[src/rtl/sine_table_reader.sv]
// ---------------------------------------------------------------------------
// sine_table_reader
//
// Purpose:
//    DDS-style read-side player for a preloaded single-port sine RAM.
//    A phase accumulator steps by a frequency tuning word. Its top bits
//    address the RAM. Read data is captured into a small 2-entry buffer
//    and streamed out on a valid/ready interface. This block never writes
//    the RAM.
//
// Configuration:
//    SINE_QUARTER_EN  (undefined by default)
//       Undefined : the RAM holds a full wave. The address is the top AW
//                   bits of the phase.
//       Defined   : the RAM holds a rising quarter wave in offset-binary.
//                   The top two phase bits select the quadrant. Odd
//                   quadrants mirror the address and the second half-wave
//                   inverts the sample.
//
// Parameters:
//    AW  RAM address width
//    DW  sample / RAM data width (offset-binary)
//    PW  phase accumulator width, must satisfy PW >= AW+2
//    CW  accepted-sample counter width
//
// Ports:
//    clk         system clock, rising edge
//    rst         asynchronous, active-high reset
//    start       pulse: load ftw, clear phase and counter, enter RUN
//    stop        pulse: stop issuing reads, drain, then return to IDLE
//    ftw         frequency tuning word, sampled only when start is high
//    mem_addr    registered RAM address
//    mem_we      RAM write enable, always 0
//    mem_din     RAM write data, always 0
//    mem_qout    RAM read data, sampled one clock after mem_addr is issued
//    m_valid     output sample valid (buffer not empty)
//    m_ready     downstream ready
//    m_data      output sample (buffer head)
//    busy        high while in RUN or DRAIN
//    sample_cnt  samples accepted since the last start, wraps modulo 2^CW
// ---------------------------------------------------------------------------
module sine_table_reader #(
   parameter int AW = 8,
   parameter int DW = 8,
   parameter int PW = 16,
   parameter int CW = 16
) (
   input  logic          clk,
   input  logic          rst,
   input  logic          start,
   input  logic          stop,
   input  logic [PW-1:0] ftw,
   output logic [AW-1:0] mem_addr,
   output logic          mem_we,
   output logic [DW-1:0] mem_din,
   input  logic [DW-1:0] mem_qout,
   output logic          m_valid,
   input  logic          m_ready,
   output logic [DW-1:0] m_data,
   output logic          busy,
   output logic [CW-1:0] sample_cnt
);

   typedef enum logic [1:0] {
      IDLE  = 2'd0,
      RUN   = 2'd1,
      DRAIN = 2'd2
   } state_t;

   state_t          state;
   state_t          state_next;

   logic [PW-1:0]   phase;
   logic [PW-1:0]   ftw_reg;
   logic [PW-1:0]   phase_base;
   logic [PW-1:0]   phase_step;
   logic [AW-1:0]   issue_addr;

   logic            inflight;
   logic            inflight_next;
   logic            issue;
   logic            capture;
   logic            pop;
   logic [DW-1:0]   cap_data;

   logic [DW-1:0]   fifo0;
   logic [DW-1:0]   fifo1;
   logic            rd_ptr;
   logic            wr_ptr;
   logic [1:0]      count;
   logic [1:0]      count_next;
   logic [2:0]      pending;

   // The RAM is read-only from this side.
   assign mem_we  = 1'b0;
   assign mem_din = '0;

   // Handshake side of the buffer.
   assign m_valid = (count != 2'd0);
   assign m_data  = rd_ptr ? fifo1 : fifo0;
   assign pop     = m_valid & m_ready;

   // A start flushes the read that is still in flight, so that result is
   // never captured.
   assign capture = inflight & ~start;

   // Buffer entries, plus the read in flight, minus this cycle's pop.
   // Counting the pop keeps a sample flowing every cycle while ready is
   // high. It also guarantees the next capture still finds a free slot,
   // even if ready drops right after the issue.
   assign pending = {1'b0, count} + {2'b00, inflight} - {2'b00, pop};

   // On start the first read uses phase 0 and the freshly presented ftw.
   // Otherwise the read uses the running phase and the latched ftw.
   assign phase_base = start ? '0  : phase;
   assign phase_step = start ? ftw : ftw_reg;

   assign count_next    = start ? 2'd0 : (count + {1'b0, capture} - {1'b0, pop});
   assign inflight_next = issue;

`ifdef SINE_QUARTER_EN
   logic [1:0]    quad;
   logic [AW-1:0] idx;
   logic          quad_hi_d;

   // Odd quadrants walk the quarter table backwards.
   assign quad       = phase_base[PW-1:PW-2];
   assign idx        = phase_base[PW-3 -: AW];
   assign issue_addr = quad[0] ? ~idx : idx;

   // The half-wave bit travels alongside the read. The data it belongs to
   // arrives one cycle after the address is issued.
   always_ff @(posedge clk or posedge rst) begin
      if (rst) begin
         quad_hi_d <= 1'b0;
      end else if (issue) begin
         quad_hi_d <= quad[1];
      end
   end

   // The second half-wave is the first half inverted about the midpoint.
   // In offset-binary this is a plain bitwise inversion.
   assign cap_data = quad_hi_d ? ~mem_qout : mem_qout;
`else
   assign issue_addr = phase_base[PW-1 -: AW];
   assign cap_data   = mem_qout;
`endif

   // State register.
   always_ff @(posedge clk or posedge rst) begin
      if (rst) begin
         state <= IDLE;
      end else begin
         state <= state_next;
      end
   end

   // Next-state logic. Start re-arms from any state and overrides stop.
   // DRAIN exits when the buffer and read pipe will both be empty after
   // this edge. busy therefore falls right after the last accept.
   always_comb begin
      state_next = state;
      if (start) begin
         state_next = RUN;
      end else begin
         case (state)
            IDLE:    state_next = IDLE;
            RUN:     if (stop) state_next = DRAIN;
            DRAIN:   if ((count_next == 2'd0) && !inflight_next) state_next = IDLE;
            default: state_next = IDLE;
         endcase
      end
   end

   // Output / control decode. Reads are only issued in RUN while a stop is
   // not being requested and there is room for the result. A start always
   // issues the first read of the new stream.
   always_comb begin
      busy  = 1'b0;
      issue = 1'b0;
      case (state)
         RUN: begin
            busy  = 1'b1;
            issue = !stop && (pending < 3'd2);
         end
         DRAIN: begin
            busy  = 1'b1;
         end
         default: begin
            busy  = 1'b0;
         end
      endcase
      if (start) begin
         issue = 1'b1;
      end
   end

   // Phase accumulator and RAM address register. The phase only advances
   // when a read is issued, so back-pressure never skips a table entry.
   // The accumulator wraps silently modulo 2^PW.
   always_ff @(posedge clk or posedge rst) begin
      if (rst) begin
         phase    <= '0;
         ftw_reg  <= '0;
         mem_addr <= '0;
         inflight <= 1'b0;
      end else begin
         inflight <= inflight_next;
         if (start) begin
            ftw_reg <= ftw;
         end
         if (issue) begin
            mem_addr <= issue_addr;
            phase    <= phase_base + phase_step;
         end
      end
   end

   // Two-entry sample buffer. A capture and a pop in the same cycle leave
   // the occupancy unchanged. A start discards everything buffered.
   always_ff @(posedge clk or posedge rst) begin
      if (rst) begin
         fifo0  <= '0;
         fifo1  <= '0;
         rd_ptr <= 1'b0;
         wr_ptr <= 1'b0;
         count  <= 2'd0;
      end else if (start) begin
         rd_ptr <= 1'b0;
         wr_ptr <= 1'b0;
         count  <= 2'd0;
      end else begin
         if (capture) begin
            if (wr_ptr) begin
               fifo1 <= cap_data;
            end else begin
               fifo0 <= cap_data;
            end
            wr_ptr <= ~wr_ptr;
         end
         if (pop) begin
            rd_ptr <= ~rd_ptr;
         end
         count <= count_next;
      end
   end

   // Accepted-sample counter. It counts in every state and restarts on start.
   always_ff @(posedge clk or posedge rst) begin
      if (rst) begin
         sample_cnt <= '0;
      end else if (start) begin
         sample_cnt <= '0;
      end else if (pop) begin
         sample_cnt <= sample_cnt + 1'b1;
      end
   end

endmodule

[config.mk]
export PLATFORM = sky130hd
export DESIGN_NAME = sine_table_reader
export DESIGN_NICKNAME = d
export VERILOG_FILES = /design/src/rtl/sine_table_reader.sv
export SDC_FILE = /design/constraint.sdc
export NUM_CORES = 1
export LEC_CHECK = 0
export ABC_AREA = 0
export BUFFER_PORTS_ARGS = -buffer_cell sky130_fd_sc_hd__buf_2
export CORE_ASPECT_RATIO = 0.8
export CORE_MARGIN = 4
export CORE_UTILIZATION = 35
export CTS_CLUSTER_DIAMETER = 50
export DETAILED_ROUTE_END_ITERATION = 6
export GPL_TIMING_DRIVEN = 0
export PLACE_DENSITY_LB_ADDON = 0.12
export SYNTH_ARGS = -nofsm -noshare
export SYNTH_HDL_FRONTEND = slang
export SYNTH_SLANG_ARGS = --single-unit
[constraint.sdc]
create_clock -name clk -period 4.9 [get_ports clk]
set_input_delay 0.98 -clock clk [delete_from_list [all_inputs] [get_ports clk]]
set_output_delay 0.98 -clock clk [all_outputs]
set_load 0.02 [all_outputs]
==> results.sh <==
export IMPL_status="finished clean"
export IMPL_die_y_um=106
export IMPL_route_detailed_drc=0
export IMPL_hold_slack_ps=472
export IMPL_cpPeakStageDelay_ps=590
export IMPL_gp_congestion=0.880
export IMPL_fillCellCount=1094
export IMPL_register_area_um2=1980
export IMPL_cts_path_max_buffers=2
export IMPL_firstDrtPassIters=4
export IMPL_relSlewSlack_pct=52.9
export IMPL_synth_area_um2=4200
export IMPL_cp_required_ps=5110
export IMPL_start_util_pct=36.2
export IMPL_yosys_area_share_simple_pct=13.3
export IMPL_ys_seq_elements=79
export IMPL_r2r_setup_slack_ps=1780
export IMPL_worst_pin_slew_ps=706
export IMPL_ir_worst_vdd_mv=0.197
export IMPL_clk_latency_ps=340
export IMPL_synthAdderAreaFrac_pct=7.21
export IMPL_yosys_most_used_dff="dfrtp_1"
export IMPL_gr_usage_all_layers_pct=14.3
export IMPL_antenna_left=0
export IMPL_grt_pass1_vias=3095
export IMPL_num_nets_final=531
export IMPL_dieArea_um2=13800
export IMPL_antenna_found_initial=0
export IMPL_drive_gt1_share_pct=27.3
export IMPL_vias=2996
export IMPL_clock_skew_ps=5.04
export IMPL_crit_family="compound AO/OA/AOI/OAI gates"
export IMPL_crit_path_cell_trace="clkbuf_1 > buf_1 > mux2i_1 > inv_1 > ha_1 > a211o_1 > a21oi_2 > nor3_1 > a211o_1 > a221oi_2 > xor2_1 > o21ai_1"
export IMPL_power_density_nw_per_um2=523
export IMPL_antennaDiodeCount=0
export IMPL_yosysWarnings=0
export IMPL_final_cell_area_um2=5060
export IMPL_synth_enable_flop_cells=0
export IMPL_critical_path_arrival_ps=4130
export IMPL_place_area_um2=4750
export IMPL_finalMaxSlewViolations=0
export IMPL_syn_inst=398
export IMPL_drtIter0Drc=121
export IMPL_hold_viol=0
export IMPL_die_w_um=130
export IMPL_cts_sinks=79
export IMPL_cp_buffers_inverters=3
export IMPL_placement_rows=35
export IMPL_port_buffers=61
export IMPL_crit_slowest_cell="buf_1"
export IMPL_worstHoldStart="phase[6]"
export IMPL_clk_pin_slew_ps=70
export IMPL_synth_compound_area_share_pct=8.67
export IMPL_end_kind="flip-flop"
export IMPL_ctsHoldBuffers=0
export IMPL_cts_tree="done"
export IMPL_cts_setup_buffers=0
export IMPL_leakagePower_nw=2.40
export IMPL_cts_max_level=3
export IMPL_wl_per_cell_um=14.6
export IMPL_path_class="in2reg"
export IMPL_io_pins=72
export IMPL_worst_setup_path_start_kind="primary input"
export IMPL_grt_max_degree=59
export IMPL_fin_util_pct=43.6
export IMPL_area_growth_pct=20.5
export IMPL_synth_largest_area_cell="dfrtp_1"
export IMPL_drv_cap=0
export IMPL_setup_tns_final_ps=0
export IMPL_cts_buffers=9
export IMPL_async_flop_share_pct=100
export IMPL_grt_pass1_wl_um=15500
export IMPL_rsz0062_at_grt="no"
export IMPL_post_route_period_util_pct=80.1
export IMPL_multi_input_area_um2=2050
export IMPL_synth_xor_area_share_pct=5.84
export IMPL_vias_per_cell=4.74
export IMPL_core_area_um2=11600
export IMPL_gr_total_overflow=0
export IMPL_synth_top_family_by_area="simple AND/OR/NAND/NOR gates"
export IMPL_critPathMostFrequentCell="a211o_1"
export IMPL_synth_top_area_share_pct=47.1
export IMPL_critPathLaunch="start"
export IMPL_cts_root_buf="clkbuf_16"
export IMPL_fin_crit_ps=3930
export IMPL_syn_avg_cell_area_um2=10.6
export IMPL_min_path_type="reg2reg"
export IMPL_hpwl_um=6650
export IMPL_fmax_mhz=255
export IMPL_finalSetupViolCount=0
export IMPL_synthTopCellsByArea="dfrtp_1 (47%), mux2_2 (10%), ha_1 (6.3%)"
export IMPL_synth_seq_area_share_pct=47.1
export IMPL_post_cts_resized=0
export IMPL_synth_mux_area_share_pct=13.1
export IMPL_crit_path_max_fanout=10
export IMPL_ys_types=44
export IMPL_r2r_start="count[1]"
export IMPL_routed_wl_um=9240
synthesized netlist by cell type (2+ instances only):
cell	instances
mux2_2	38
clkinv_1	2
nand2_1	38
xnor2_1	15
xor2_1	13
nor3_1	3
and4_1	2
and2_1	2
o21ai_1	18
a21oi_1	15
mux2i_1	10
nor2_1	28
a211o_1	2
a21o_1	4
a31oi_1	2
nand3_1	8
inv_1	18
o21bai_1	2
mux2_1	2
nand2b_1	2
buf_4	9
nor2b_1	19
fa_1	2
buf_2	2
clkbuf_1	10
dfrtp_1	79
buf_1	2
o21ai_0	7
ha_1	21
nand4_1	7
or3_1	3
layout by cell type (no fill, tap or decap), types with 10 or more instances in the layout:
master    count
xor2_1       13
dfrtp_1      79
xnor2_1      15
ha_1         21
clkbuf_1     10
nand2_1      38
mux2_2       38
o21ai_1      18
buf_2        63
a21oi_1      15
nor2b_1      19
inv_1        17
mux2i_1      10
nor2_1       28
layer usage:
layer  up-vias  routed length (µm)  part of all wire [%]  track usage, %
met2        61                4170                    45            22.5
met3         8                 532                   5.8            4.52
met5         -                   0                     0               0
li1       1501                   -                     -               -
met1      1426                4450                    48            19.3
met4         0                  87                  0.94            2.94
final cells by class:
class | count | share of cell area, %
multi-input combinational | 284 | 40.6
sequential | 79 | 39.1
timing repair buffer | 62 | 6.58
clock buffer | 9 | 4.45
tap | 148 | 3.66
buffer | 23 | 2.42
clock inverter | 7 | 1.66
inverter | 20 | 1.53
cells by family (layout without fill, tap and decap cells):
group,Yosys count,in the layout
AND/OR/NAND/NOR,115,115
other,1,9
adder cells (fa/ha/maj),23,23
multiplexers,50,50
AO/OA/AOI/OAI,59,59
flip-flops,79,79
XOR/XNOR,28,28
buffers and inverters,43,121
where the power goes:
part	switching (mW)	internal [mW]	total [mW]
clock	0.296	0.405	0.702
combinational	0.550	0.457	1.01
sequential	0.0992	0.836	0.935
stage by stage:
| stage | power (mW) | setup WS (ps) | cells |
|---|---|---|---|
| 2_1_floorplan | 1.71 | 1180 | 406 |
| 3_3_place_gp | 1.94 | 604 | 615 |
| 3_5_place_dp | 1.97 | 608 | 616 |
| 4_1_cts | 2.69 | 957 | 632 |
| 5_1_grt | 2.85 | 696 | 632 |
| 6_report | 2.64 | 975 | 632 |
worst paths after layout:
kind | cells past startpoint | endpoint
max | 12 | phase[13]
min | 1 | phase[6]
max reg2reg | 11 | phase[0]
min reg2reg | 1 | phase[6]
max in group asynchronous | 3 | phase[12]
min in group asynchronous | 2 | fifo1[5]
(Power assumes the default switching activity.)
